File: src/rtl/sync_err_recovery_seq_pkg.sv
// Shared definitions for the sync error recovery sequencer.
// Latency: n/a (types and constants only).
// Backpressure: n/a.
package sync_err_recovery_seq_pkg;

    // Sequencer states; the numeric values are what VME software reads back.
    typedef enum logic [2:0] {
        ST_IDLE   = 3'd0,
        ST_HOLD   = 3'd1,
        ST_RESET  = 3'd2,
        ST_SETTLE = 3'd3,
        ST_FAIL   = 3'd4
    } seq_state_t;

    // Error event statistics counter width and its saturation value.
    localparam int ERR_CNT_W = 8;
    localparam logic [ERR_CNT_W-1:0] ERR_CNT_MAX = 8'd255;

endpackage

File: src/rtl/sync_err_recovery_seq_sat_counter.sv
// Generic saturating up-counter with synchronous clear (clear beats increment).
// Latency: count updates on the clock edge after clr/inc.
// Backpressure: none; increments past MAX_VAL are dropped.
module sat_counter #(
    parameter int WIDTH = 8,
    parameter logic [WIDTH-1:0] MAX_VAL = {WIDTH{1'b1}}
) (
    input  logic             clock,
    input  logic             reset_n,
    input  logic             clr,
    input  logic             inc,
    output logic [WIDTH-1:0] count
);

    // Clear has priority; otherwise step up until the ceiling is reached.
    always_ff @(posedge clock or negedge reset_n) begin
        if (!reset_n) begin
            count <= '0;
        end else if (clr) begin
            count <= '0;
        end else if (inc && (count != MAX_VAL)) begin
            count <= count + 1'b1;
        end
    end

endmodule

File: src/rtl/sync_err_recovery_seq.sv
// Automatic recovery sequencer: holdoff, one-cycle sync error reset, settle, bounded retries.
// Latency: all outputs registered; pulse issued holdoff_cnt+2 cycles after sync_err is seen.
// Backpressure: none; sync_err is level-sampled, edges are counted in every state.
module sync_err_recovery_seq
    import sync_err_recovery_seq_pkg::*;
#(
    parameter int HOLD_BITS     = 12,
    parameter int RETRY_BITS    = 4,
    parameter int SETTLE_CYCLES = 16,
    parameter int CLEAN_BITS    = 16
) (
    input  logic                  clock,
    input  logic                  reset_n,
    input  logic                  ttc_resync,
    input  logic                  vme_clear,
    input  logic                  sync_err,
    input  logic [11:0]           bxn_counter,
    input  logic                  auto_recover_en,
    input  logic [HOLD_BITS-1:0]  holdoff_cnt,
    input  logic [RETRY_BITS-1:0] max_retries,
    output logic                  auto_sync_err_reset,
    output logic                  recover_busy,
    output logic                  recover_fail,
    output logic [RETRY_BITS-1:0] retry_count,
    output logic [ERR_CNT_W-1:0]  err_event_cnt,
    output logic [11:0]           first_err_bxn,
    output logic                  first_err_valid,
    output logic [2:0]            seq_state
);

    localparam int SETTLE_BITS = (SETTLE_CYCLES > 2) ? $clog2(SETTLE_CYCLES) : 1;
    localparam logic [SETTLE_BITS-1:0] SETTLE_LOAD = SETTLE_BITS'(SETTLE_CYCLES - 1);
    // Clean counter wraps on the step that would make it all-ones, so
    // 2^CLEAN_BITS-1 error-free IDLE cycles are needed to forgive retries.
    localparam logic [CLEAN_BITS-1:0] CLEAN_LAST = {{(CLEAN_BITS-1){1'b1}}, 1'b0};

    seq_state_t             state, state_nxt;
    logic [HOLD_BITS-1:0]   hold_cnt, hold_nxt;
    logic [SETTLE_BITS-1:0] settle_cnt, settle_nxt;
    logic [CLEAN_BITS-1:0]  clean_cnt;
    logic                   sync_err_d;
    logic                   err_rise;
    logic                   any_clear;
    logic                   clean_step;
    logic                   clean_wrap;

    assign err_rise   = sync_err & ~sync_err_d;
    assign any_clear  = ttc_resync | vme_clear;
    assign clean_step = (state == ST_IDLE) && !sync_err;
    assign clean_wrap = clean_step && (clean_cnt == CLEAN_LAST);
    assign seq_state  = state;

    // Consecutive error-free IDLE cycles; any error or leaving IDLE restarts it.
    sat_counter #(.WIDTH(CLEAN_BITS)) u_clean_cnt (
        .clock   (clock),
        .reset_n (reset_n),
        .clr     (any_clear | ~clean_step | clean_wrap),
        .inc     (clean_step),
        .count   (clean_cnt)
    );

    // Auto resets issued; bumped as the sequencer leaves RESET.
    sat_counter #(.WIDTH(RETRY_BITS)) u_retry_cnt (
        .clock   (clock),
        .reset_n (reset_n),
        .clr     (any_clear | clean_wrap),
        .inc     (state == ST_RESET),
        .count   (retry_count)
    );

    // Rising-edge statistics; ttc_resync outranks vme_clear and keeps the count.
    sat_counter #(.WIDTH(ERR_CNT_W), .MAX_VAL(ERR_CNT_MAX)) u_err_cnt (
        .clock   (clock),
        .reset_n (reset_n),
        .clr     (vme_clear & ~ttc_resync),
        .inc     (err_rise),
        .count   (err_event_cnt)
    );

    // Next-state and down-counter decode; external clears override everything.
    always_comb begin
        state_nxt  = state;
        hold_nxt   = hold_cnt;
        settle_nxt = settle_cnt;
        case (state)
            ST_IDLE: begin
                if (sync_err && auto_recover_en) begin
                    if (retry_count >= max_retries) begin
                        state_nxt = ST_FAIL;
                    end else begin
                        state_nxt = ST_HOLD;
                        hold_nxt  = holdoff_cnt;
                    end
                end
            end
            ST_HOLD: begin
                if (!sync_err || !auto_recover_en) begin
                    state_nxt = ST_IDLE;
                end else if (hold_cnt == '0) begin
                    state_nxt = ST_RESET;
                end else begin
                    hold_nxt = hold_cnt - 1'b1;
                end
            end
            ST_RESET: begin
                state_nxt  = ST_SETTLE;
                settle_nxt = SETTLE_LOAD;
            end
            ST_SETTLE: begin
                if (settle_cnt == '0) begin
                    state_nxt = ST_IDLE;
                end else begin
                    settle_nxt = settle_cnt - 1'b1;
                end
            end
            ST_FAIL: begin
                state_nxt = ST_FAIL;
            end
            default: begin
                state_nxt = ST_IDLE;
            end
        endcase
        if (any_clear) begin
            state_nxt  = ST_IDLE;
            hold_nxt   = '0;
            settle_nxt = '0;
        end
    end

    // State register with outputs registered from the next-state decode.
    always_ff @(posedge clock or negedge reset_n) begin
        if (!reset_n) begin
            state               <= ST_IDLE;
            hold_cnt            <= '0;
            settle_cnt          <= '0;
            auto_sync_err_reset <= 1'b0;
            recover_busy        <= 1'b0;
            recover_fail        <= 1'b0;
        end else begin
            state               <= state_nxt;
            hold_cnt            <= hold_nxt;
            settle_cnt          <= settle_nxt;
            auto_sync_err_reset <= (state_nxt == ST_RESET);
            recover_busy        <= (state_nxt == ST_HOLD) || (state_nxt == ST_RESET) ||
                                   (state_nxt == ST_SETTLE);
            recover_fail        <= (state_nxt == ST_FAIL);
        end
    end

    // Edge-detect register and first-error bunch crossing capture.
    always_ff @(posedge clock or negedge reset_n) begin
        if (!reset_n) begin
            sync_err_d      <= 1'b0;
            first_err_bxn   <= '0;
            first_err_valid <= 1'b0;
        end else begin
            sync_err_d <= sync_err;
            if (ttc_resync) begin
                first_err_valid <= 1'b0;
            end else if (vme_clear) begin
                first_err_valid <= 1'b0;
                first_err_bxn   <= '0;
            end else if (err_rise && !first_err_valid) begin
                first_err_valid <= 1'b1;
                first_err_bxn   <= bxn_counter;
            end
        end
    end

endmodule
File: config.mk
export PLATFORM = sky130hd
export DESIGN_NAME = sync_err_recovery_seq
export DESIGN_NICKNAME = d
export VERILOG_FILES = /design/src/rtl/sync_err_recovery_seq_pkg.sv /design/src/rtl/sync_err_recovery_seq_sat_counter.sv /design/src/rtl/sync_err_recovery_seq.sv
export SDC_FILE = /design/constraint.sdc
export NUM_CORES = 1
export LEC_CHECK = 0
export ABC_AREA = 1
export CAP_MARGIN = 20
export CORE_MARGIN = 5
export CORE_UTILIZATION = 55
export CTS_CLUSTER_DIAMETER = 100
export DETAILED_ROUTE_END_ITERATION = 10
export DONT_BUFFER_PORTS = 1
export PLACE_DENSITY = 0.76
export SKIP_CTS_REPAIR_TIMING = 1
export SLEW_MARGIN = 20
export SYNTH_ARGS = -nofsm -noshare
export SYNTH_HDL_FRONTEND = slang
export SYNTH_SLANG_ARGS = --single-unit
File: constraint.sdc
create_clock -name clock -period 2.2 [get_ports clock]
set_input_delay 0.66 -clock clock [delete_from_list [all_inputs] [get_ports clock]]
set_output_delay 0.66 -clock clock [all_outputs]
set_load 0.05 [all_outputs]
Word level (Yosys, flattened, before mapping) --
Index checks and enable logic that the tools add are counted.
Storage, ports and cells: bits in registers 64, latch bits 0, RAM bits 0, ROM bits 0, input bits 34, logic and storage cells 97, memories kept 0
Cells by class: add/sub/neg operators 5, multiply operators 0, div/mod/pow operators 0, magnitude comparators 1, equality and inequality tests 17, shift operators 0, muxes and demuxes 27, bitwise operators 9, reduce and logical (&&, ||, !) cells 26
Operator list (count):
- $mux W12 | 7
- $mux W16 | 2
- $pmux W12 S2 | 1
- $mux W3 | 6
- $add A16 B1 Y16 const B | 1
- $eq A16 B16 Y1 const B | 1
- $mux W4 | 4
- $mux W8 | 2
- $ne A16 B16 Y1 const B | 1
- $pmux W3 S5 | 1
- $eq A3 B2 Y1 const B | 4
- $logic_not A12 Y1 | 1
- $ne A3 B3 Y1 const B | 4
- $sub A12 B1 Y12 const B | 1
- $reduce_bool A3 Y1 | 3
- $add A8 B1 Y8 const B | 1
- $ne A8 B8 Y1 const B | 1
- $pmux W4 S2 | 1
- $reduce_bool A2 Y1 | 4
- $logic_and A1 B1 Y1 | 7
- $eq A3 B1 Y1 const B | 2
- $eq A3 B3 Y1 const B | 2
- $reduce_and A5 Y1 | 1
- $add A4 B1 Y4 const B | 1
- 13 further kinds | 26

Longest topological paths before layout --
depth after elaboration 8, depth in mapped cells 12, depth with buffers taken out 12

Cells and area by module --
From an unflattened synthesis, not the netlist that was laid out.
Second synthesis, totals: cell total of the unflattened synthesis 551, area total of the unflattened synthesis 3955.0 sq um
By module, submodules not included:
- sync_err_recovery_seq | instances 1, cells each 304, area each 2183.3 sq um
- sat_counter (u_clean_cnt) | instances 1, cells each 144, area each 1037.2 sq um
- sat_counter (u_err_cnt) | instances 1, cells each 74, area each 511.7 sq um
- sat_counter (u_retry_cnt) | instances 1, cells each 29, area each 222.7 sq um

Least setup slack after synthesis --
OpenSTA, ideal clock, no wires.
path kind register to register, from register u_retry_cnt.count[3], to register hold_cnt[1], setup time 0.117 ns, data arrival time 1.698 ns, required time 2.083 ns, path slack 0.385 ns, stages on the path, launching flop included 9, path buffers 1, period minus slack after synthesis 1.815 ns, cell sequence dfrtp_1 ha_1 a21oi_1 nand3_1 nand2_1 nand3_4 buf_6 nand3_1 nand2_1
Between the ends: longest elaborated chain between the ends 3
Ends and longest elaborated chain:
- from (decl) | line sync_err_recovery_seq_sat_counter.sv:12 | output logic [WIDTH-1:0] count
- from (signal assigned) | line sync_err_recovery_seq_sat_counter.sv:22 | count <= count + 1'b1;
- $ge A4 B4 Y1 | line sync_err_recovery_seq.sv:88 | if (retry_count >= max_retries) begin
- $ne A3 B3 Y1 (no source line)
- $reduce_and A5 Y1 (no source line)
- to (signal assigned) | line sync_err_recovery_seq.sv:141 | hold_cnt <= hold_nxt;
- to (decl) | line sync_err_recovery_seq.sv:38 | logic [HOLD_BITS-1:0] hold_cnt, hold_nxt;
Every way passes these cells. A chain may end at the register's enable or synchronous reset.

Final worst setup path --
from register u_retry_cnt.count[3], to register hold_cnt[8]
The elaborated chain is that of the path after synthesis.

==> impl_metrics.yaml <==
setup_path:
  crit_slowest_cell: "dfrtp_1"
  worstPathCellList: "ha_1 > a21oi_1 > nand3_1 > nand2_1 > nand3_4 > nor2_4 > nand2_1 > nand2_1"
  worst-setup-path-type: "flop to flop"
  cpLargestDelayFamily: "simple AND/OR/NAND/NOR gates"
  crit_top_cell: "nand2_1"
  critical_path.max_stage_delay_ns: 0.38
  cp.required_ns: 2.47
  end_kind: "flop"
  path_max_fanout: 10
  critPathBufInv: 0
  worstPathArrival_ns: 2.06
  cp-start-kind: "flop"
route:
  drtIter0Drc: 82
  drt_wl_total_um: 8140
  viasPerCell: 5.49
  dr_total_vias: 3236
  remaining_drc_errors: 0
  firstDrtPassIters: 4
  routedWlPerCell_um: 13.8
  antenna_left: 0
cells_and_area:
  nNetsFinal: 549
  n_antenna_cell: 0
  final_cells: 589
  final_util: 0.616
  drive_above_1_share: 0.128
  area_growth_pct: 11.0
worst_hold_path:
  min_path_type: "input port to asynchronous set/reset pin"
sta:
  setup_viol: 0
  finClkSkew_ns: 0.00949
  hold_violations: 0
  tightest_slew_ns: 0.568
  rsz0062_at_grt: "no"
  finalWorstPathRequiredPeriod_ns: 1.79
  tns_ns: 0
  relSlewSlack: 0.621
  slew_viol_final: 0
  finalCritPeriodShare: 0.813
  max_freq_mhz: 559
pwr:
  p_leak_nw: 2.07
  power.density_nw_per_um2: 629
  peakVddDrop_mv: 0.269
  p_total_mw: 2.59
synth:
  ys_async_sr_fraction: 1.00
  yosys_warnings: 0
  netlist_area_um2: 3700
  synth-edff-count: 0
  yosysTopAreaCell: "dfrtp_1"
  synth.most_common_cell: "nand2_1"
  yosys_most_used_dff: "dfrtp_1"
  synthTopCellsByArea: "dfrtp_1, nand2_1, inv_1, nand3_1, nor2_1"
  synth.yosys.seq_area_share: 0.432
  synth_common_cells: "nand2_1, inv_1, dfrtp_1, nor2_1, nand3_1"
  avgSynthCellArea_um2: 7.65
  syn-num-nets: 528
  synth_cell_types: 35
  synth.ff_latch_count: 64
  yosysTopAreaCellShare: 0.432
  synthCells: 484
global_routing:
  antenna_found_initial: 0
  grt_overflow: 0
  grt_pass1_wl_um: 13400
  grt_pass1_vias: 3044
  grt_usage: 0.197
  grt_max_degree: 65
  gr-usage-met3: 0.0582
  busiest_layer: "met2"
  grtUsageMet2: 0.340
  use_met1: 0.231
die:
  die-area_um2: 8480
  die_w_um: 92.1
  rows: 30
  ios: 65
  core-area_um2: 6680
  die_h_um: 92.1
  initial_core_util: 0.554
cts:
  cts_tree: "built"
  cts_htree_levels: 3
  cts.clk_slew.worst_paths_ns: 0.07
  insertion_delay_ns: 0.34
  clock-root-buffer: "clkbuf_8"
  clockBufferDepth: 2
  cts_sinks: 64
  cts_buffers: 9
place:
  place_congestion: 0.797
  numPlacedInstances: 573
  hpwl_um: 5940
  portBuffers: 0
status:
  status: "complete, no violations"
job:
  max_cap_viol_count: 0
## per-layer routing
metal	up-vias	part of all wire
li1	1600	-
met1	1520	0.43
met2	104	0.48
met3	12	0.078
met4	0	0.012
met5	-	0
## area by class of cell
cell class | count | area (µm²)
sequential | 64 | 1600
clock buffer | 13 | 169
fill | 592 | 2570
tap | 80 | 100
clock inverter | 2 | 37.5
inverter | 83 | 312
multi-input combinational | 329 | 1740
timing repair buffer | 18 | 155
## sequential cells by signal (all words and copies together) (netlist names)
| register | flops |
|---|---|
| u_clean_cnt.count | 16 |
| auto_sync_err_reset | 1 |
| hold_cnt | 12 |
| recover_fail | 1 |
| first_err_bxn | 12 |
| settle_cnt | 4 |
| u_err_cnt.count | 8 |
| sync_err_d | 1 |
| recover_busy | 1 |
| first_err_valid | 1 |
| seq_state | 3 |
| u_retry_cnt.count | 4 |
## placed cells by master (no fill, tap or decap), types with 12 or more instances in the layout
| cell | n |
|---|---|
| nand3_1 | 47 |
| dfrtp_1 | 64 |
| buf_4 | 17 |
| o22ai_1 | 16 |
| nor2_1 | 48 |
| clkbuf_8 | 12 |
| inv_1 | 77 |
| o21ai_0 | 25 |
| nand2_1 | 111 |
## cells by family (layout without fill, tap and decap cells)
logic type,after synthesis,count (layout),synth area share
buffers and inverters,91,116,0.0983
AND/OR/NAND/NOR,250,250,0.318
AO/OA/AOI/OAI,58,58,0.0919
flip-flops,64,64,0.432
XOR/XNOR,11,11,0.0260
adder cells (fa/ha/maj),10,10,0.0338
## report_power, final
group | internal, mW | leakage, nW | switching, mW | total, mW
Combinational | 0.0827 | 1.08 | 0.179 | 0.262
Clock | 0.611 | 0.102 | 0.434 | 1.04
Sequential | 1.20 | 0.883 | 0.0767 | 1.28
## path summary, 6_finish.rpt
path | from | to | slack, ns | cells after the start
hold / removal | reset_n | hold_cnt[11]$_DFFE_PN0P_ | 0.02 | 0
setup reg to reg | u_retry_cnt.count[3]$_DFFE_PN0P_ | hold_cnt[8]$_DFFE_PN0P_ | 0.41 | 8
setup / recovery | u_retry_cnt.count[3]$_DFFE_PN0P_ | hold_cnt[8]$_DFFE_PN0P_ | 0.41 | 8
hold reg to reg | hold_cnt[1]$_DFFE_PN0P_ | hold_cnt[1]$_DFFE_PN0P_ | 0.54 | 2
min in group clock | sync_err | sync_err_d$_DFF_PN0_ | 0.35 | 0
max in group asynchronous | reset_n | u_err_cnt.count[3]$_DFFE_PN0P_ | 1.80 | 1
## stage by stage
stage | hold slack [ns] | area, µm² | setup WS (ns)
2_1_floorplan | 0.364 | 3700 | 0.385
3_3_place_gp | 0.366 | 3880 | 0.216
3_5_place_dp | 0.366 | 3880 | 0.130
4_1_cts | -0.00281 | 4090 | 0.396
5_1_grt | 0.00429 | 4110 | 0.298
6_report | 0.0166 | 4110 | 0.412
(Power assumes the default switching activity.)
==> patch 1, RTL diff (config.mk and constraints unchanged) <==
The parameter `CLEAN_BITS` goes from 16 to 32.
--- a/src/rtl/sync_err_recovery_seq.sv
+++ b/src/rtl/sync_err_recovery_seq.sv
@@ -9,3 +9,3 @@
     parameter int SETTLE_CYCLES = 16,
-    parameter int CLEAN_BITS    = 16
+    parameter int CLEAN_BITS    = 32
 ) (
Formal check against the unedited RTL: same outputs for any inputs over 10 cycles, from zero or initial values and one cycle with reset_n low; that may be too few to reach the edited logic, so the function may still have changed.
==> patch 1 against the unedited design <==
  * The run now ends with hold timing left
  * First-iteration DRC count grew 98%
  * Synthesized cell count grew 34%
  * Sequential cell count grew 16
  * Routed wire length grew 34%
  * Area after synthesis grew 30%
  * Sequential share of layout area shrank 0.47 points
  * Count of clock-buffer cells in the layout shrank 4
  * Final area grew 27%
  * Fmax shrank 8.3%
  * Worst setup slack lost 160 ps
  * Power grew 18%
  * Critical path type unchanged
==> patch 1: results (changes against the unedited design) <==
stage	metric	value	unit	change
status	status	complete, but fails checks		
power_and_ir_drop	ir_worst_vdd	0.000362	V	+35%
sta	report.final.hold_viol_count	80		+80
finish	final_nets	711		+30%
yosys	synth_flop_cell	dfrtp_1		
clocking	clockRootBuffer	clkbuf_8		
route	drtPass1Iterations	5		+1
route	via_per_inst	5.41		-1.5%
placed_design	hpwl	8.21	mm	+38%
worst_setup_path	crit_arrival	2180	ps	+120 ps
clocking	htree_num_levels	3		unchanged
placed_design	port_buffers	0		unchanged
placed_design	globalplace.congestion	0.920		+15%
yosys	ys_seq_area_share	41.5	%	-1.7 points
sta	worst_pin_slew	527	ps	-41.2 ps
worst_setup_path	critPathMaxFanout	23		+13
yosys	synth.distinct_cells	36		+2.9%
worst_setup_path	rrSetupSlack	250	ps	-160 ps
route	drt_wl_total	10.9	mm	+34%
sta	final.min_clock_period	1950	ps	+162 ps
grt	grt_max_degree	81		+25%
yosys	postSynth.asyncResetShare	100	%	unchanged
hold_path	hold_class	in2async		
worst_setup_path	cp_slowest_cell	dfrtp_1		
worst_setup_path	crit_path_max_incr_delay	450	ps	+70 ps
yosys	synth_nets	692		+31%
yosys	synth.top_cells.by_count	nand2_1 (172), inv_1 (84), dfrtp_1 (80)		
sta	fin_skew	15.1	ps	+5.62 ps
finish	filler_cell_count	762		+29%
status	violations	hold timing		
route	first_iter_violations	162		+98%
yosys	synth_area_leaders	dfrtp_1 (42%), nand2_1 (13%), inv_1 (6.5%), nand3_1 (6.2%), nor2_1 (6.2%)		
clocking	clk_pin_slew_worst_paths	90	ps	+20 ps
finish	layout-drive-gt1-share	11.0	%	-1.8 points
clocking	insertion_delay	370	ps	+30 ps
grt	grt_use_total	21.2	%	+1.5 points
finish	reg_top3	u_clean_cnt.count x32, first_err_bxn x12, hold_cnt x12		
sta	hold_slack	-30.0	ps	-46.6 ps
grt	grt_pass1_vias	4190		+38%
yosys	ys_warn_count	0		unchanged
placed_design	pre_cts_slack	101	ps	-29.2 ps
power_and_ir_drop	p_leak	2.41	nW	+17%
grt	grt_pass1_wl	19.2	mm	+43%
grt	antenna_found_initial	0		unchanged
## patch 1: final cells by class
type / instances / share of cell area, %
well taps: 108 / 2.60
clock buffers: 9 / 2.38
multi-input cells: 472 / 46.4
flip-flops and latches: 80 / 38.5
inverters: 84 / 6.06
clock inverters: 7 / 1.20
repair buffers: 20 / 2.89
## patch 1: kinds of logic (layout without fill, tap and decap cells)
logic type / Yosys count / in the layout / share of synthesized area, %
buffers and inverters: 96 / 120 / 8.34
XOR/XNOR: 24 / 24 / 4.36
adder cells (fa/ha/maj): 10 / 10 / 2.60
flip-flops: 80 / 80 / 41.5
AND/OR/NAND/NOR: 359 / 359 / 33.3
AO/OA/AOI/OAI: 79 / 79 / 9.82
## patch 1: metal layers
metal | vias up | GRT usage (%) | share of wire, %
li1 | 2128 | - | -
met1 | 1954 | 27.6 | 45
met2 | 108 | 34.7 | 49
met3 | 29 | 3.61 | 4.2
met4 | 0 | 9.09 | 2.5
met5 | - | 0 | 0
## patch 1: stage by stage
step | area, um2 | utilization [%] | std cells
final | 5200 | 60.3 | 780
after global routing | 5200 | 60.3 | 780
after CTS | 5200 | 60.3 | 780
after detailed placement | 5020 | 58.1 | 764
after global placement | 5020 | 58.1 | 764
after floorplan | 4820 | - | 648
## patch 1: path summary, 6_finish.rpt
kind | start | end | depth (start not counted)
setup / recovery | u_clean_cnt.count[0]$_DFFE_PN0P_ | u_clean_cnt.count[12]$_DFFE_PN0P_ | 10
min in group clock | sync_err | sync_err_d$_DFF_PN0_ | 0
max in group asynchronous | reset_n | u_clean_cnt.count[28]$_DFFE_PN0P_ | 0
setup reg to reg | u_clean_cnt.count[0]$_DFFE_PN0P_ | u_clean_cnt.count[12]$_DFFE_PN0P_ | 10
hold / removal | reset_n | u_err_cnt.count[4]$_DFFE_PN0P_ | 0
hold reg to reg | hold_cnt[0]$_DFFE_PN0P_ | hold_cnt[0]$_DFFE_PN0P_ | 2
## patch 1: power breakdown
group / switching, W / internal (W)
Clock: 0.000616 / 0.000433
Combinational: 0.000255 / 0.000123
Sequential: 0.000104 / 0.00152
Total: 0.000975 / 0.00208
## patch 1: worst max-delay path: cells and delay by family (launching register included)
family / cells / cell delay [ps]
and+or+nand+nor: 6 / 550
buffers and inverters: 2 / 370
DFF: 1 / 450
AOI/OAI and AO/OA: 1 / 150
adders and majority gates: 1 / 290
==> patch 2, RTL diff (same flow settings) <==
Made on the original files. Register the input `auto_recover_en` before use, with the module's reset. The logic sees it one clock later. The other inputs are not delayed to match.
--- a/src/rtl/sync_err_recovery_seq.sv
+++ b/src/rtl/sync_err_recovery_seq.sv
@@ -35,2 +35,12 @@
     localparam logic [CLEAN_BITS-1:0] CLEAN_LAST = {{(CLEAN_BITS-1){1'b1}}, 1'b0};
+
+    logic auto_recover_en_q;
+
+    always_ff @(posedge clock or negedge reset_n) begin
+        if (!reset_n) begin
+            auto_recover_en_q <= '0;
+        end else begin
+            auto_recover_en_q <= auto_recover_en;
+        end
+    end
 
@@ -86,3 +96,3 @@
             ST_IDLE: begin
-                if (sync_err && auto_recover_en) begin
+                if (sync_err && auto_recover_en_q) begin
                     if (retry_count >= max_retries) begin
@@ -96,3 +106,3 @@
             ST_HOLD: begin
-                if (!sync_err || !auto_recover_en) begin
+                if (!sync_err || !auto_recover_en_q) begin
                     state_nxt = ST_IDLE;
Behaviour: not the same (Yosys sat finds a counterexample within 4 cycles, from zero or initial values and one cycle with reset_n low).
==> patch 2 against the unedited design <==
  * Final area about the same
  * Largest cell class unchanged
  * Routed wire length increased by 2.4%
  * Power increased by 3.0%
  * Cell count increased by 2.2%
  * Sequential cell count increased by 1
  * Highest routed layer unchanged
  * Worst setup slack got worse by 14 ps
  * Fmax decreased by 0.79%
  * Count of clock-buffer cells in the layout decreased by 2
  * Area after synthesis decreased by 0.24%
==> patch 2: results (changes against the unedited design) <==
stage	metric	value	unit	change
status	status	complete, no violations		
yosys	ys_seq_area_share	44.0	%	+0.78 points
worst_setup_path	crit_arrival	2040	ps	-20 ps
sta	slew_headroom	63.7	%	+1.6 points
yosys	synth_nets	542		+2.7%
grt	grt_use_total	21.0	%	+1.3 points
worst_setup_path	critPathMaxFanout	14		+4
route	vias	3251		+0.46%
grt	grt_pass1_vias	3124		+2.6%
placed_design	place_area	3880	um2	about the same
placed_design	place_inst	586		+2.3%
worst_setup_path	worstReg2RegEnd	hold_cnt[7]$_DFFE_PN0P_		
worst_setup_path	rr_worst_depth	11		+3
finish	layout-drive-gt1-share	10.7	%	-2.1 points
yosys	synth.top_cells.by_count	nand2_1 (123), inv_1 (81), dfrtp_1 (65)		
power_and_ir_drop	p_leak	2.16	nW	+4.3%
worst_setup_path	r2r_start	hold_cnt[0]$_DFFE_PN0P_		
yosys	synth.distinct_cells	32		-8.6%
placed_design	hpwl	6.04	mm	+1.6%
route	drtPass1Iterations	5		+1
placed_design	globalplace.congestion	0.861		+8.1%
route	drt_wl_total	8.33	mm	+2.4%
power_and_ir_drop	p_int	0.00190	W	+0.27%
finish	final_nets	565		+2.9%
power_and_ir_drop	ir_worst_vdd	0.000385	V	+43%
route	wl_per_cell	13.8	um	+0.17%
## patch 2: changes by cell type after synthesis, sizes merged, moves of 2 or more
cell,delta
nand2,+13
o21ai,-4
xnor2,-2
nor2,+3
inv,+4
nand3,-3
nand4,-3
xor2,+5
nor3,-4
a21oi,+9
o22ai,-4
## patch 2: cells by family (layout without fill, tap and decap cells)
family	after synthesis	count (layout)	synth area share (%)
AND/OR/NAND/NOR	254	254	30.0
buffers and inverters	95	122	10.4
flip-flops	65	65	44.0
AO/OA/AOI/OAI	60	60	8.91
XOR/XNOR	14	14	3.32
adder cells (fa/ha/maj)	10	10	3.39
## patch 2: cell type report
type / instances / area, um2 / share of cell area [%]
Timing Repair Buffer: 20 / 170 / 4.14
Sequential cell: 65 / 1630 / 39.6
Clock buffer: 11 / 151 / 3.68
Clock inverter: 4 / 52.6 / 1.28
Inverter: 87 / 327 / 7.95
Tap cell: 77 / 96.3 / 2.34
Multi-Input combinational cell: 338 / 1690 / 41.0
## patch 2: metrics by stage
step	hold slack, ps	utilization [%]
finish	190	63.6
floorplan	364	-
CTS	-12.3	63.2
detailed placement	367	60.0
global placement	367	60.0
global route	203	63.6
## patch 2: metal layers
| layer | up-vias | global-route usage [%] | wire, um |
|---|---|---|---|
| met5 | - | 0 | 0 |
| met2 | 92 | 34.0 | 3980 |
| met3 | 13 | 6.06 | 542 |
| met4 | 0 | 7.30 | 158 |
| li1 | 1628 | - | - |
| met1 | 1518 | 27.0 | 3660 |
## patch 2: worst max path at each step
stage | slack [ps] | start | cells past startpoint | endpoint
detailed placement | 240 | max_retries[3] | 9 | hold_cnt[1]$_DFFE_PN0P_
global placement | 300 | max_retries[0] | 12 | hold_cnt[9]$_DFFE_PN0P_
global route | 230 | hold_cnt[0]$_DFFE_PN0P_ | 11 | hold_cnt[8]$_DFFE_PN0P_
CTS | 410 | hold_cnt[0]$_DFFE_PN0P_ | 11 | hold_cnt[7]$_DFFE_PN0P_
finish | 400 | hold_cnt[0]$_DFFE_PN0P_ | 11 | hold_cnt[7]$_DFFE_PN0P_
floorplan | 340 | u_retry_cnt.count[0]$_DFFE_PN0P_ | 13 | hold_cnt[0]$_DFFE_PN0P_
## patch 2: power by group through the flow
stage	sequential, W	combinational, W	clock, W
after floorplan	0.00136	0.000187	0
after global placement	0.00134	0.000260	0
after detailed placement	0.00134	0.000267	0
after CTS	0.00132	0.000271	0.00107
after global routing	0.00132	0.000339	0.00112
final	0.00132	0.000297	0.00105
## patch 2: critical path, stage by stage, from the launching register on
cell     delay (ps)
dfrtp_1         400
inv_1            80
ha_1            300
nand2_2         140
nor2_4          140
nand2_2          80
nand2_2          80
nand2_2          70
nand2_4         150
nand2_1         110
nand2_1          80
nand2_1          40
